[src/rtl/shift_add_mult_8bit_pkg.sv]
// Shared definitions for the sequential shift-and-add multiplier:
// FSM state encoding and the fixed operand width / iteration count.
package shift_add_mult_8bit_pkg;

   typedef enum logic [1:0] {
      IDLE = 2'b00,
      RUN  = 2'b01,
      DONE = 2'b10
   } mult_state_t;

   localparam int MULT_WIDTH = 8;
   localparam int MULT_ITERS = 8;

endpackage

[src/rtl/full_adder.sv]
// Single-bit full adder, the building block of rca_8bit.
module full_adder (
   input  logic a,
   input  logic b,
   input  logic ci,
   output logic s,
   output logic co
);

   // Sum and carry of three input bits.
   always_comb begin
      s  = a ^ b ^ ci;
      co = (a & b) | (ci & (a ^ b));
   end

endmodule

[src/rtl/rca_8bit.sv]
// 8-bit ripple-carry adder built from a chain of full_adder cells.
module rca_8bit (
   input  logic [7:0] a,
   input  logic [7:0] b,
   input  logic       cin,
   output logic [7:0] sum,
   output logic       cout
);

   logic [8:0] carry;

   assign carry[0] = cin;
   assign cout     = carry[8];

   genvar gi;
   generate
      for (gi = 0; gi < 8; gi++) begin : g_bit
         full_adder u_fa (
            .a  (a[gi]),
            .b  (b[gi]),
            .ci (carry[gi]),
            .s  (sum[gi]),
            .co (carry[gi+1])
         );
      end
   endgenerate

endmodule

[src/rtl/shift_add_mult_8bit.sv]
// Sequential 8x8 unsigned multiplier: one shift-and-add step per clock
// for eight clocks, using rca_8bit as the accumulator adder, with a
// start/busy/done handshake to the host.
module shift_add_mult_8bit
   import shift_add_mult_8bit_pkg::*;
#(
   parameter int WIDTH = MULT_WIDTH,
   parameter int CNT_W = 4
) (
   input  logic               clk,
   input  logic               rst_n,
   input  logic               start,
   input  logic [WIDTH-1:0]   a,
   input  logic [WIDTH-1:0]   b,
   output logic               busy,
   output logic               done,
   output logic [2*WIDTH-1:0] product
);

   mult_state_t          state_reg;
   logic [WIDTH-1:0]     m_reg;
   logic [2*WIDTH-1:0]   p_reg;
   logic [2*WIDTH-1:0]   p_next;
   logic [2*WIDTH-1:0]   product_reg;
   logic [CNT_W-1:0]     cnt_reg;
   logic [WIDTH-1:0]     add_sum;
   logic                 add_cout;

   // Accumulate the multiplicand into the high half of the partial product.
   rca_8bit u_rca (
      .a    (p_reg[2*WIDTH-1:WIDTH]),
      .b    (m_reg),
      .cin  (1'b0),
      .sum  (add_sum),
      .cout (add_cout)
   );

   // One iteration: add when the multiplier LSB is set, then shift right
   // with the adder carry landing in the top bit.
   always_comb begin
      p_next = {1'b0, p_reg[2*WIDTH-1:1]};
      if (p_reg[0]) begin
         p_next = {add_cout, add_sum, p_reg[WIDTH-1:1]};
      end
   end

   // Control FSM, iteration counter, shift register and result register.
   always_ff @(posedge clk or negedge rst_n) begin
      if (!rst_n) begin
         state_reg   <= IDLE;
         m_reg       <= '0;
         p_reg       <= '0;
         cnt_reg     <= '0;
         product_reg <= '0;
      end else begin
         case (state_reg)
            IDLE: begin
               if (start) begin
                  m_reg     <= a;
                  p_reg     <= {{WIDTH{1'b0}}, b};
                  cnt_reg   <= '0;
                  state_reg <= RUN;
               end
            end
            RUN: begin
               p_reg   <= p_next;
               cnt_reg <= cnt_reg + 1'b1;
               if (cnt_reg == CNT_W'(MULT_ITERS - 1)) begin
                  product_reg <= p_next;
                  state_reg   <= DONE;
               end
            end
            DONE: begin
               state_reg <= IDLE;
            end
            default: begin
               state_reg <= IDLE;
            end
         endcase
      end
   end

   assign busy    = (state_reg != IDLE);
   assign done    = (state_reg == DONE);
   assign product = product_reg;

endmodule

[config.mk]
export PLATFORM = sky130hd
export DESIGN_NAME = shift_add_mult_8bit
export DESIGN_NICKNAME = d
export VERILOG_FILES = /design/src/rtl/shift_add_mult_8bit_pkg.sv /design/src/rtl/full_adder.sv /design/src/rtl/rca_8bit.sv /design/src/rtl/shift_add_mult_8bit.sv
export SDC_FILE = /design/constraint.sdc
export NUM_CORES = 1
export LEC_CHECK = 0
export CAP_MARGIN = 5
export CORE_MARGIN = 2
export CORE_UTILIZATION = 56
export DETAILED_ROUTE_END_ITERATION = 16
export GPL_TIMING_DRIVEN = 0
export PLACE_DENSITY_LB_ADDON = 0.15
export SYNTH_ARGS = -nofsm -noshare
export SYNTH_HDL_FRONTEND = slang
export SYNTH_HIERARCHICAL = 1
export SYNTH_SLANG_ARGS = --single-unit
[constraint.sdc]
create_clock -name clk -period 6.2 [get_ports clk]
set_input_delay 1.24 -clock clk [delete_from_list [all_inputs] [get_ports clk]]
set_output_delay 1.24 -clock clk [all_outputs]
set_load 0.01 [all_outputs]
=== Word-level counts from Yosys, hierarchy flattened ===
Cells that the tools add are included.

* Output and inout bits: 18
* Latch bits: 0
* Memory bits (writable): 0
* ROM bits: 0
* Memories: 0
* Bits of input ports: 19
* Register bits: 46
* Logic and storage cells: 63

* Shifts and indexed selects: 0
* Divide/modulo/power cells: 0
* Multipliers: 0
* Equal/unequal tests: 5
* Add/sub/neg operators: 1
* Order comparisons: 0
* Mux-type cells: 8
* Reduce and logical (&&, ||, !) cells: 7
* Bitwise gates (word level): 37

{| class="wikitable"
|+ Operator list
! kind !! count
|-
| 2-to-1 mux 16 bit || 2
|-
| one-hot mux 16 bit (2 select lines) || 1
|-
| AND 1 bit || 15
|-
| XOR 1 bit || 15
|-
| one-hot mux 4 bit (2 select lines) || 1
|-
| AND reduction 2 bit || 4
|-
| bitwise OR 1 bit || 7
|-
| adder 4 x 1 -> 4 bit (second input constant) || 1
|-
| == test 4 x 3 -> 1 bit (second input constant) || 1
|-
| 2-to-1 mux 2 bit || 2
|-
| 2-to-1 mux 4 bit || 1
|-
| != test 2 bit (second input constant) || 2
|-
| one-hot mux 2 bit (2 select lines) || 1
|-
| nonzero test 2 bit || 2
|-
| == test 2 x 1 -> 1 bit (second input constant) || 1
|-
| == test 2 bit (second input constant) || 1
|-
| zero test 2 bit || 1
|}

=== Logic depth before layout (Yosys ltp) ===
Gate-level depths: netlist of the first run.

* Depth in word-level cells: 17
* Depth in mapped cells: 11
* Depth with buffers taken out: 11

=== Hierarchy ===
The synthesis of the first run kept the hierarchy.

{| class="wikitable"
|+ Modules (own cells, without submodules)
! module !! seq. area each (µm²) !! area each (µm²) !! cells an instance !! times used
|-
| shift_add_mult_8bit || 1,151.1 || 1,981.9 || 175 || 1
|-
| full_adder || 0.0 || 20.0 || 1 || 8
|}

=== Worst setup path after synthesis of the first run ===
Ideal clock, no wire load.

* Path kind: reg-to-reg
* From: register p_reg[8]
* To: register product_reg[14], in the netlist product[14]
* Required time: 6.075 ns
* Clock period less this slack: 4.156 ns
* Stages on the path, launching flop included: 11
* Buffers on the path: 0
* Setup time: 0.125 ns
* Slack: 2.044 ns
* Arrival time: 4.031 ns
* Path through: dfrtp_1 fa_1 fa_1 fa_1 fa_1 fa_1 fa_1 fa_1 fa_1 mux2_2 mux2_4

* Word-level cells in the longest chain between the ends: 15

{| class="wikitable"
|+ Ends and longest elaborated chain
! item !! line !! RTL
|-
| start: declaration || shift_add_mult_8bit.sv:22 || <nowiki>logic [2*WIDTH-1:0] p_reg;</nowiki>
|-
| start signal: assignment || shift_add_mult_8bit.sv:60 || <nowiki>p_reg <= {{WIDTH{1'b0}}, b};</nowiki>
|-
| start signal: assignment || shift_add_mult_8bit.sv:66 || <nowiki>p_reg <= p_next;</nowiki>
|-
| AND 1 bit || full_adder.sv:13 || <nowiki>co = (a & b) | (ci & (a ^ b));</nowiki>
|-
| net u_rca.carry[1] || rca_8bit.sv:10 || <nowiki>logic [8:0] carry;</nowiki>
|-
| AND 1 bit || full_adder.sv:13 ||
|-
| bitwise OR 1 bit || full_adder.sv:13 ||
|-
| net u_rca.carry[2] || rca_8bit.sv:10 ||
|-
| AND 1 bit || full_adder.sv:13 ||
|-
| bitwise OR 1 bit || full_adder.sv:13 ||
|-
| net u_rca.carry[3] || rca_8bit.sv:10 ||
|-
| [... 2 more ...] || -- ||
|-
| net u_rca.carry[4] || rca_8bit.sv:10 ||
|-
| [... 2 more ...] || -- ||
|-
| net u_rca.carry[5] || rca_8bit.sv:10 ||
|-
| [... 1 more ...] || -- ||
|-
| bitwise OR 1 bit || full_adder.sv:13 ||
|-
| net u_rca.carry[6] || rca_8bit.sv:10 ||
|-
| AND 1 bit || full_adder.sv:13 ||
|-
| bitwise OR 1 bit || full_adder.sv:13 ||
|-
| net u_rca.carry[7] || rca_8bit.sv:10 ||
|-
| XOR 1 bit || full_adder.sv:12 || <nowiki>s = a ^ b ^ ci;</nowiki>
|-
| net add_sum[7] || shift_add_mult_8bit.sv:26 || <nowiki>logic [WIDTH-1:0] add_sum;</nowiki>
|-
| 2-to-1 mux 16 bit || shift_add_mult_8bit.sv:42 || <nowiki>if (p_reg[0]) begin</nowiki>
|-
| end signal: assignment || shift_add_mult_8bit.sv:69 || <nowiki>product_reg <= p_next;</nowiki>
|-
| end: declaration || shift_add_mult_8bit.sv:24 || <nowiki>logic [2*WIDTH-1:0] product_reg;</nowiki>
|}

The timed path passes the listed nets, and every way through them passes these cells.
A chain may end at the register's enable or synchronous reset.

=== Worst setup path after layout of the first run ===
Ends and elaborated chain as after synthesis.

==> results of run 1 <==
## worst max-delay path by stage
stage,from,end,slack (ns),cells past startpoint
global placement,p_reg[8],product[14],1.92,10
CTS,p_reg[8],product[14],1.85,10
floorplan,p_reg[8],product[14],2.04,10
global route,p_reg[8],product[14],1.72,10
finish,p_reg[8],product[14],1.86,10
detailed placement,p_reg[8],product[14],1.87,10
## through the flow
| stage | area (µm²) | cells | setup slack, ns | power [W] | hold slack (ns) |
|---|---|---|---|---|---|
| 2_1_floorplan | 2140 | 183 | 2.04 | 0.000998 | 0.481 |
| 3_3_place_gp | 2560 | 267 | 1.92 | 0.00120 | 0.490 |
| 3_5_place_dp | 2580 | 268 | 1.87 | 0.00125 | 0.496 |
| 4_1_cts | 2700 | 275 | 1.85 | 0.00148 | 0.513 |
| 5_1_grt | 2700 | 275 | 1.72 | 0.00159 | 0.518 |
| 6_report | 2700 | 275 | 1.86 | 0.00146 | 0.510 |
## power by group
part	switching (W)	internal, W
combinational	0.000324	0.000365
clock	0.0000956	0.000129
sequential	0.000107	0.000445
## worst max-delay path, stage by stage (launching register included)
cell     delay (ns)
dfrtp_1        0.42
fa_1           0.44
fa_1           0.39
fa_1           0.38
fa_1           0.39
fa_1           0.40
fa_1           0.40
fa_1           0.42
fa_1           0.44
mux2_2         0.29
mux2_4         0.26
## routing by layer
| metal | up-vias | track usage [%] |
|---|---|---|
| met5 | - | 0 |
| met4 | 0 | 9.64 |
| met2 | 43 | 37.6 |
| met3 | 11 | 6.30 |
| met1 | 703 | 28.2 |
| li1 | 701 | - |
## placed cells by master (no fill, tap or decap), types with 2 or more instances in the layout
master / n
nor3_1: 7
mux2_4: 8
fa_1: 8
o21ai_0: 2
dfrtp_1: 46
nor2b_1: 2
nand2_1: 44
mux2i_1: 3
clkbuf_1: 5
clkbuf_8: 6
clkdlybuf4s50_1: 35
nor2_1: 8
o22ai_1: 7
buf_2: 5
mux2_2: 15
nand3_1: 9
## layout make-up
class,count,area share (%)
timing repair buffer,37,14.2
buffer,10,1.99
clock inverter,1,1.11
clock buffer,6,3.06
inverter,1,0.139
tap,48,2.23
multi-input combinational,126,34.6
sequential,46,42.7
## Yosys cell counts
cell type / instances
and3_1: 1
mux2_2: 15
nor2_1: 8
ha_1: 1
nor3_4: 1
nor2b_1: 2
mux2i_1: 3
or2_2: 1
o22ai_1: 7
nand2b_1: 1
clkbuf_1: 5
xnor2_1: 1
buf_2: 4
nor3_1: 7
o21ai_0: 2
nor3b_1: 1
fa_1: 8
buf_8: 1
conb_1: 1
inv_1: 1
a221o_1: 1
nand4_1: 1
mux2_4: 8
nand2_1: 44
or3b_1: 1
dfrtp_1: 46
nor3b_2: 1
a21o_1: 1
nand3_1: 9
## logic make-up after synthesis
| group | share of synthesized area (%) |
|---|---|
| compound gates | 3.33 |
| xor+xnor | 0.409 |
| fa+ha+maj | 8.06 |
| buf+inv | 2.69 |
| flops | 53.7 |
| mux | 14.9 |
| other cells | 0.175 |
| simple gates | 16.7 |
==> out/summary.txt, run 1 <==
Max Clock Skew: 0.00475 ns
Max H-tree Level: 2
Worst-path clk slew: 0.08 ns
CTS buffer count: 5
Cell count of the worst reg-to-reg path: 10
Top-area cell type share of the netlist area: 53.7%
Row count: 22
Status: finished clean
MaxCap Viol Count: 0
Rel. slew slack: 60.4%
Tmin final: 4.34 ns
DRC: 0
Final core occ: 73.7%
Hold Startpoint: product[1]
Drt first pass iters: 4
Worst-path maximum fanout: 3
Gp weighted congestion: 0.756
CTS resizes: 0
Kind of critical path: reg2reg
Cells after Synth: 183
Max Freq: 0.230 GHz
# IOs: 37
FILL cells: 254
Final hold viol count: 0
Die Area: 4340 µm²
Die width: 65.8 µm
HPWL Detailed: 2.90 mm
R2r setup slk: 1.86 ns
Vias per std cell: 5.30
Initial antenna violation count: 0
Fin crit share: 70.0%
Synth cell types: 29
Core ar.: 3660 µm²
Layout cells sized above 1: 17.6%
Syn Std Cell Area: 2140 µm²
CTS tree: yes
Peak VDD IR: 0.000290 V
Post-CTS Setup Bufs: 0
Vias in the first global route: 1552
Pin count of the biggest net entering global routing: 25
Final WL: 4.19 mm
First-pass GRT wire length: 7.24 mm
Crit end category: register
Die Ht: 65.8 µm
Startpoint Class: register
Root buffer cell: clkbuf_8
Sequential share of the synthesized area: 53.7%
Post-Syn Area per Cell: 11.7 µm²
Final #Nets: 255
Top cell type by total area after synthesis: dfrtp_1
Syn nets: 211
Clock Path Buffers: 2
Final ANT Viol Nets: 0
Slew @ Worst Pin: 0.594 ns
Area contributors post-synth: dfrtp_1, mux2_2, nand2_1
Routed met2 length: 2.13 mm
Layout area overhead: 25.9%
Initial Utilization: 58.5%
Worst R2R End: product[14]
HP Class: reg2reg
Max layer used: met4
Initial DRC count: 111
Final setup fails: 0
Post-CTS Hold Buffers: 0
Register area: 1150 µm²
Wirelength per Cell: 15.2 µm
Area occupied by multi-input gates: 933 µm²
Overflow after GRT: 0
CTS sink cnt: 46
Setup repair after global routing missed its margin: false
Met1 WL: 1.76 mm
Vias: 1458
Critical Path RT: 6.39 ns
Final TNS setup: 0 ns
WHS Path Cells: 1
All-Layer GR Usage: 22.8%
DR WL met3: 211 µm
Hold Path End: product[1]
PD cells: 543 nW/µm²
Ant diodes: 0
Synth warnings: 6
Reg2Reg Launch Point: p_reg[8]
Final count of pins violating max slew: 0
I/O Buffers: 36
Leakage: 1.24 nW
Yosys reg bits: 46
Worst Path Arrival: 4.53 ns
Worst-Skew Late Latency: 0.30 ns
(Power assumes the default switching activity.)
==> run 2, diff against run 1 <==
- CORE_UTILIZATION: 56 -> 52
- clock period: 6.2 -> 4.3 ns (I/O delays scaled with it)
==> run 2 against run 1 <==
Non-clock buffer count rose by 1; via count increased by 2.5%; global-route usage shrank 1.1 points; hold slack got worse by 0.0029 ns; cell area unchanged; clock power is 24% higher; total power up 43%; sequential cell count is the same; critical path type unchanged; highest routed layer unchanged.
==> out/summary.txt, run 2 (synthesis results as in run 1) <==
Status: finished clean
Die Ht: 68.2 µm
Sequential Power Share: 38.3%
CTS tree: yes
I/O Buffers: 36
P_int: 0.00131 W
Worst-path clk slew: 0.09 ns
Worst Path Arrival: 4.36 ns
DRC: 0
Die Area: 4650 µm²
Final WL: 4.30 mm
Drt first pass iters: 4
Leakage: 1.23 nW
Core ar.: 3970 µm²
Gp weighted congestion: 0.776
Setup repair after global routing missed its margin: false
Row count: 23
CTS buffer count: 5
Clock Path Buffers: 2
Cell count of the worst reg-to-reg path: 10
Final setup fails: 0
Max H-tree Level: 2
Initial DRC count: 113
Final count of pins violating max slew: 0
Tmin final: 4.17 ns
Max Clock Skew: 0.00874 ns
Worst-path maximum fanout: 2
Layout area overhead: 25.9%
Slew @ Worst Pin: 0.594 ns
Worst-Skew Late Latency: 0.30 ns
First-pass GRT wire length: 7.17 mm
Most common cell after layout, fill and taps aside: dfrtp_1
Vias: 1494
Post-CTS Hold Buffers: 0
Vias in the first global route: 1491
Vias per std cell: 5.35
Initial Utilization: 53.9%
WHS Path Cells: 1
HPWL Detailed: 3.04 mm
CTS sink cnt: 46
Initial antenna violation count: 0
Layout cells sized above 1: 19.7%
Clk pwr share: 13.3%
HP Class: reg2reg
All-Layer GR Usage: 21.7%
Overflow after GRT: 0
Final setup margin: 0.129 ns
Critical Path RT: 4.49 ns
Switch Pwr: 0.000776 W
Pin count of the biggest net entering global routing: 25
Final ANT Viol Nets: 0
Kind of critical path: reg2reg
Final #Nets: 256
Fin crit share: 97.0%
Root buffer cell: clkbuf_8
Rel. slew slack: 60.4%
Combinational fraction of design power: 48.4%
# IOs: 37
Worst slack, placed: -0.0277 ns
Crit end category: register
PD cells: 774 nW/µm²
Final hold slack: 0.507 ns
Leading cell types in the layout, fill and taps excluded: dfrtp_1, nand2_1, clkdlybuf4s50_1
Max Freq: 0.240 GHz
Final hold viol count: 0
Net Sw Frac: 37.1%
MaxCap Viol Count: 0
Startpoint Class: register
Die width: 68.2 µm
Peak VDD IR: 0.000353 V
Wirelength per Cell: 15.4 µm
Ant diodes: 0
## run 2: final timing paths
path                       startpoint          end  slack, ns
setup / recovery             p_reg[8]  product[14]       0.13
hold / removal             product[2]   product[2]       0.51
setup reg to reg             p_reg[8]  product[14]       0.13
hold reg to reg            product[2]   product[2]       0.51
max in group asynchronous       rst_n  product[10]       3.24
min in group asynchronous       rst_n     p_reg[1]       0.55
## run 2: layer usage
metal / track usage [%] / routed length, µm
met2: 33.0 / 2010
met1: 29.0 / 2000
met4: 10.3 / 93
met3: 6.09 / 197
met5: 0 / 0
## run 2: area by class of cell
cell class / instances / area, µm²
Multi-Input combinational cell: 126 / 941
Clock inverter: 2 / 12.5
Inverter: 1 / 3.75
Tap cell: 50 / 62.6
Timing Repair Buffer: 38 / 390
Fill cell: 292 / 1270
Clock buffer: 6 / 82.6
Buffer: 10 / 53.8
Sequential cell: 46 / 1150
## run 2: critical path, cell delays in order, from the launching register on
cell     delay [ns]
dfrtp_1        0.41
fa_1           0.44
fa_1           0.38
fa_1           0.40
fa_2           0.35
fa_2           0.35
fa_2           0.36
fa_1           0.39
fa_1           0.42
mux2_2         0.29
mux2_4         0.26
## run 2: metrics by stage
stage | instances | area [µm²] | power, W | TNS (ns) | utilization [%]
after global placement | 269 | 2560 | 0.00174 | 0 | 64.6
after detailed placement | 270 | 2590 | 0.00181 | -0.0277 | 65.2
after CTS | 279 | 2690 | 0.00210 | 0 | 67.8
final | 279 | 2700 | 0.00209 | 0 | 67.9
after global routing | 279 | 2700 | 0.00226 | 0 | 67.9
after floorplan | 183 | 2140 | 0.00144 | 0 | -
## run 2: power by group through the flow
| stage | clock [W] | combinational, W | sequential, W |
|---|---|---|---|
| floorplan | 0 | 0.000632 | 0.000807 |
| global placement | 0 | 0.000949 | 0.000789 |
| detailed placement | 0 | 0.00100 | 0.000807 |
| CTS | 0.000283 | 0.00101 | 0.000799 |
| global route | 0.000303 | 0.00112 | 0.000828 |
| finish | 0.000278 | 0.00101 | 0.000799 |
## run 2: what timing repair did
item / 4_1_cts / 5_1_grt
endpoints found under the setup margin: 1 / 1
setup buffers: 1 / 0
gates resized for setup: 1 / 2
==> run 3, diff against run 2 <==
- CORE_MARGIN: 2 -> 8
- PLACE_DENSITY_LB_ADDON: 0.15 -> 0.05
- SYNTH_HIERARCHICAL: 1 -> not set
==> run 3 against run 2 <==
Clock power fell by 5%; synthesized cell count rose by 2.7%; combinational power rose by 5%; critical path depth rose by 4; global-route usage fell by 6.3 points; core utilization fell by 0.71 points; die area rose by 39%; sequential power fell by 2%; wire length rose by 9.1%; critical path type unchanged.
==> out/summary.txt, run 3 <==
Status: finished clean
Area occupied by multi-input gates: 896 µm²
Worst path slowest cell: fa_1
Wirelength per Cell: 16.6 µm
Post-CTS Setup Bufs: 0
Inst Count DP: 275
Core ar.: 4000 µm²
Slew @ Worst Pin: 0.555 ns
Total Power: 0.00211 W
Final core occ: 67.2%
I/O Buffers: 36
Combinational fraction of design power: 50.4%
Yosys reg bits: 46
Worst path max stage delay: 0.40 ns
Asr flop ratio synth: 100%
Sequential Power Share: 37.1%
CTS sink cnt: 46
Syn nets: 216
CP delay by family, top: adder cells
All-Layer GR Usage: 15.4%
# IOs: 37
FILL cells: 320
Worst-path maximum fanout: 3
CP cell instances: ha_1, inv_1, fa_1, fa_1, inv_1, fa_1, fa_1, inv_1, fa_1, fa_1, inv_1, fa_1, mux2_2, mux2_4
Vias per std cell: 5.33
Synth top cells by count: dfrtp_1, nand2_1, inv_1, mux2_2
Gp weighted congestion: 0.814
Sequential share of the synthesized area: 53.3%
CP Launch Point: p_reg[8]
Clock Path Buffers: 2
MaxCap Viol Count: 0
CTS resizes: 0
Drt first pass iters: 4
Die width: 80.4 µm
Layout cells sized above 1: 15.5%
Hold Startpoint: product[2]
First-pass GRT wire length: 7.73 mm
Row count: 23
HP Class: reg2reg
Post-Syn Area per Cell: 11.5 µm²
Die Area: 6470 µm²
Leakage: 1.19 nW
Buffers & Inverters on Critical Path: 4
Vias: 1507
Final count of pins violating max slew: 0
Worst-path clk slew: 0.08 ns
Fin crit share: 85.7%
CTS buffer count: 5
Rel. slew slack: 63.0%
Crit end category: register
Top cell type by total area after synthesis: dfrtp_1
DRC: 0
Top-area cell type share of the netlist area: 53.3%
Most common cell after layout, fill and taps aside: dfrtp_1
Tmin final: 3.69 ns
Cell count of the worst reg-to-reg path: 14
Top cell by count, worst path: fa_1
Critical Path RT: 4.47 ns
Post-synth EDFFs: 0
Register area: 1150 µm²
Cells after Synth: 188
Post-CTS Hold Buffers: 0
Synth cell types: 31
WHS Path Cells: 1
Ant diodes: 0
Die Ht: 80.4 µm
Post-route insts no fill: 283
CTS tree: yes
Max Clock Skew: 0.00795 ns
Syn Std Cell Area: 2160 µm²
Layout area overhead: 24.5%
Reg2Reg Launch Point: p_reg[8]
Pin count of the biggest net entering global routing: 28
Hold Path End: product[2]
Final #Nets: 260
Vias in the first global route: 1630
Top-count cell post-synth: dfrtp_1
Worst Path Arrival: 3.86 ns
Worst-Skew Late Latency: 0.29 ns
P_int: 0.00132 W
Worst R2R End: product[14]
Startpoint Class: register
Post-synth top flop: dfrtp_1
Net Sw Frac: 37.7%
Final ANT Viol Nets: 0
Initial antenna violation count: 0
PD cells: 785 nW/µm²
Peak VDD IR: 0.000387 V
Root buffer cell: clkbuf_8
Setup repair after global routing missed its margin: false
Final hold viol count: 0
Clk pwr share: 12.5%
Final TNS setup: 0 ns
Kind of critical path: reg2reg
Switch Pwr: 0.000796 W
Max Freq: 0.271 GHz
Leading cell types in the layout, fill and taps excluded: dfrtp_1, clkdlybuf4s50_1, nand2_1
Final setup fails: 0
Synth warnings: 0
HPWL Detailed: 3.46 mm
Final WL: 4.69 mm
Overflow after GRT: 0
R2r setup slk: 0.61 ns
Initial DRC count: 131
Initial Utilization: 54.0%
Area contributors post-synth: dfrtp_1, fa_1, mux2_2
Max H-tree Level: 2
==> run 3: cell types whose count changed after synthesis, moves of 2 or more <==
| cell | previous run | this run |
|---|---|---|
| a21oi_1 | 0 | 4 |
| buf_2 | 4 | 2 |
| inv_1 | 1 | 13 |
| mux2_2 | 15 | 11 |
| nand2_1 | 44 | 30 |
| nand3_1 | 9 | 5 |
| nor3_1 | 7 | 9 |
| o21ai_0 | 2 | 7 |
| o2bb2ai_1 | 0 | 2 |
| o31ai_1 | 0 | 2 |
==> run 3: worst reg2reg max path, cell delays in order, from the launching register on <==
cell and delay, ns:
dfrtp_1 0.38, ha_1 0.15, inv_1 0.05, fa_1 0.39
fa_1 0.38, inv_1 0.07, fa_1 0.17, fa_1 0.16
inv_1 0.05, fa_1 0.38, fa_1 0.37, inv_1 0.07
fa_1 0.40, mux2_2 0.29, mux2_4 0.26
==> run 3: kinds of logic (layout without fill, tap and decap cells) <==
kind of cell / after synthesis / after routing / share of synthesized area [%]
mux: 23 / 23 / 13.2
compound gates: 26 / 26 / 7.47
fa+ha+maj: 9 / 9 / 7.65
simple gates: 61 / 61 / 13.2
flops: 46 / 46 / 53.3
buf+inv: 23 / 68 / 5.21
==> run 3: worst max-delay path by stage <==
stage / end / slack (ns) / depth (start not counted)
after detailed placement: product[14] / 0.61 / 14
after global placement: product[14] / 0.68 / 14
final: product[14] / 0.61 / 14
after global routing: product[14] / 0.45 / 14
after CTS: product[14] / 0.58 / 14
after floorplan: product[14] / 0.81 / 14
==> run 3: layout make-up <==
type | count | area share (%)
repair buffers | 37 | 14.0
inverters | 13 | 1.81
multi-input cells | 119 | 33.3
clock buffers | 7 | 3.21
well taps | 50 | 2.33
plain buffers | 10 | 2.37
flip-flops and latches | 46 | 42.8
clock inverters | 1 | 0.186
==> run 3: routing by layer <==
metal  share of wire (%)  GRT usage, %  vias up
met4                 1.9          6.18        0
met5                   0             0        -
met1                  44          19.8      754
met2                  50          24.7       28
met3                 4.1          3.13       10
li1                    -             -      715
==> run 3: stage by stage <==
stage	setup slack, ns	hold slack [ns]	area [µm²]
final	0.614	0.510	2690
after global routing	0.447	0.530	2690
after CTS	0.581	0.516	2690
after detailed placement	0.614	0.496	2600
after global placement	0.684	0.492	2580
after floorplan	0.810	0.450	2160
==> run 3: power by group through the flow <==
stage	combinational [W]	sequential [W]	clock (W)
6_report	0.00106	0.000783	0.000265
5_1_grt	0.00118	0.000817	0.000291
4_1_cts	0.00108	0.000786	0.000274
3_5_place_dp	0.00107	0.000795	0
3_3_place_gp	0.00103	0.000781	0
2_1_floorplan	0.000684	0.000799	0
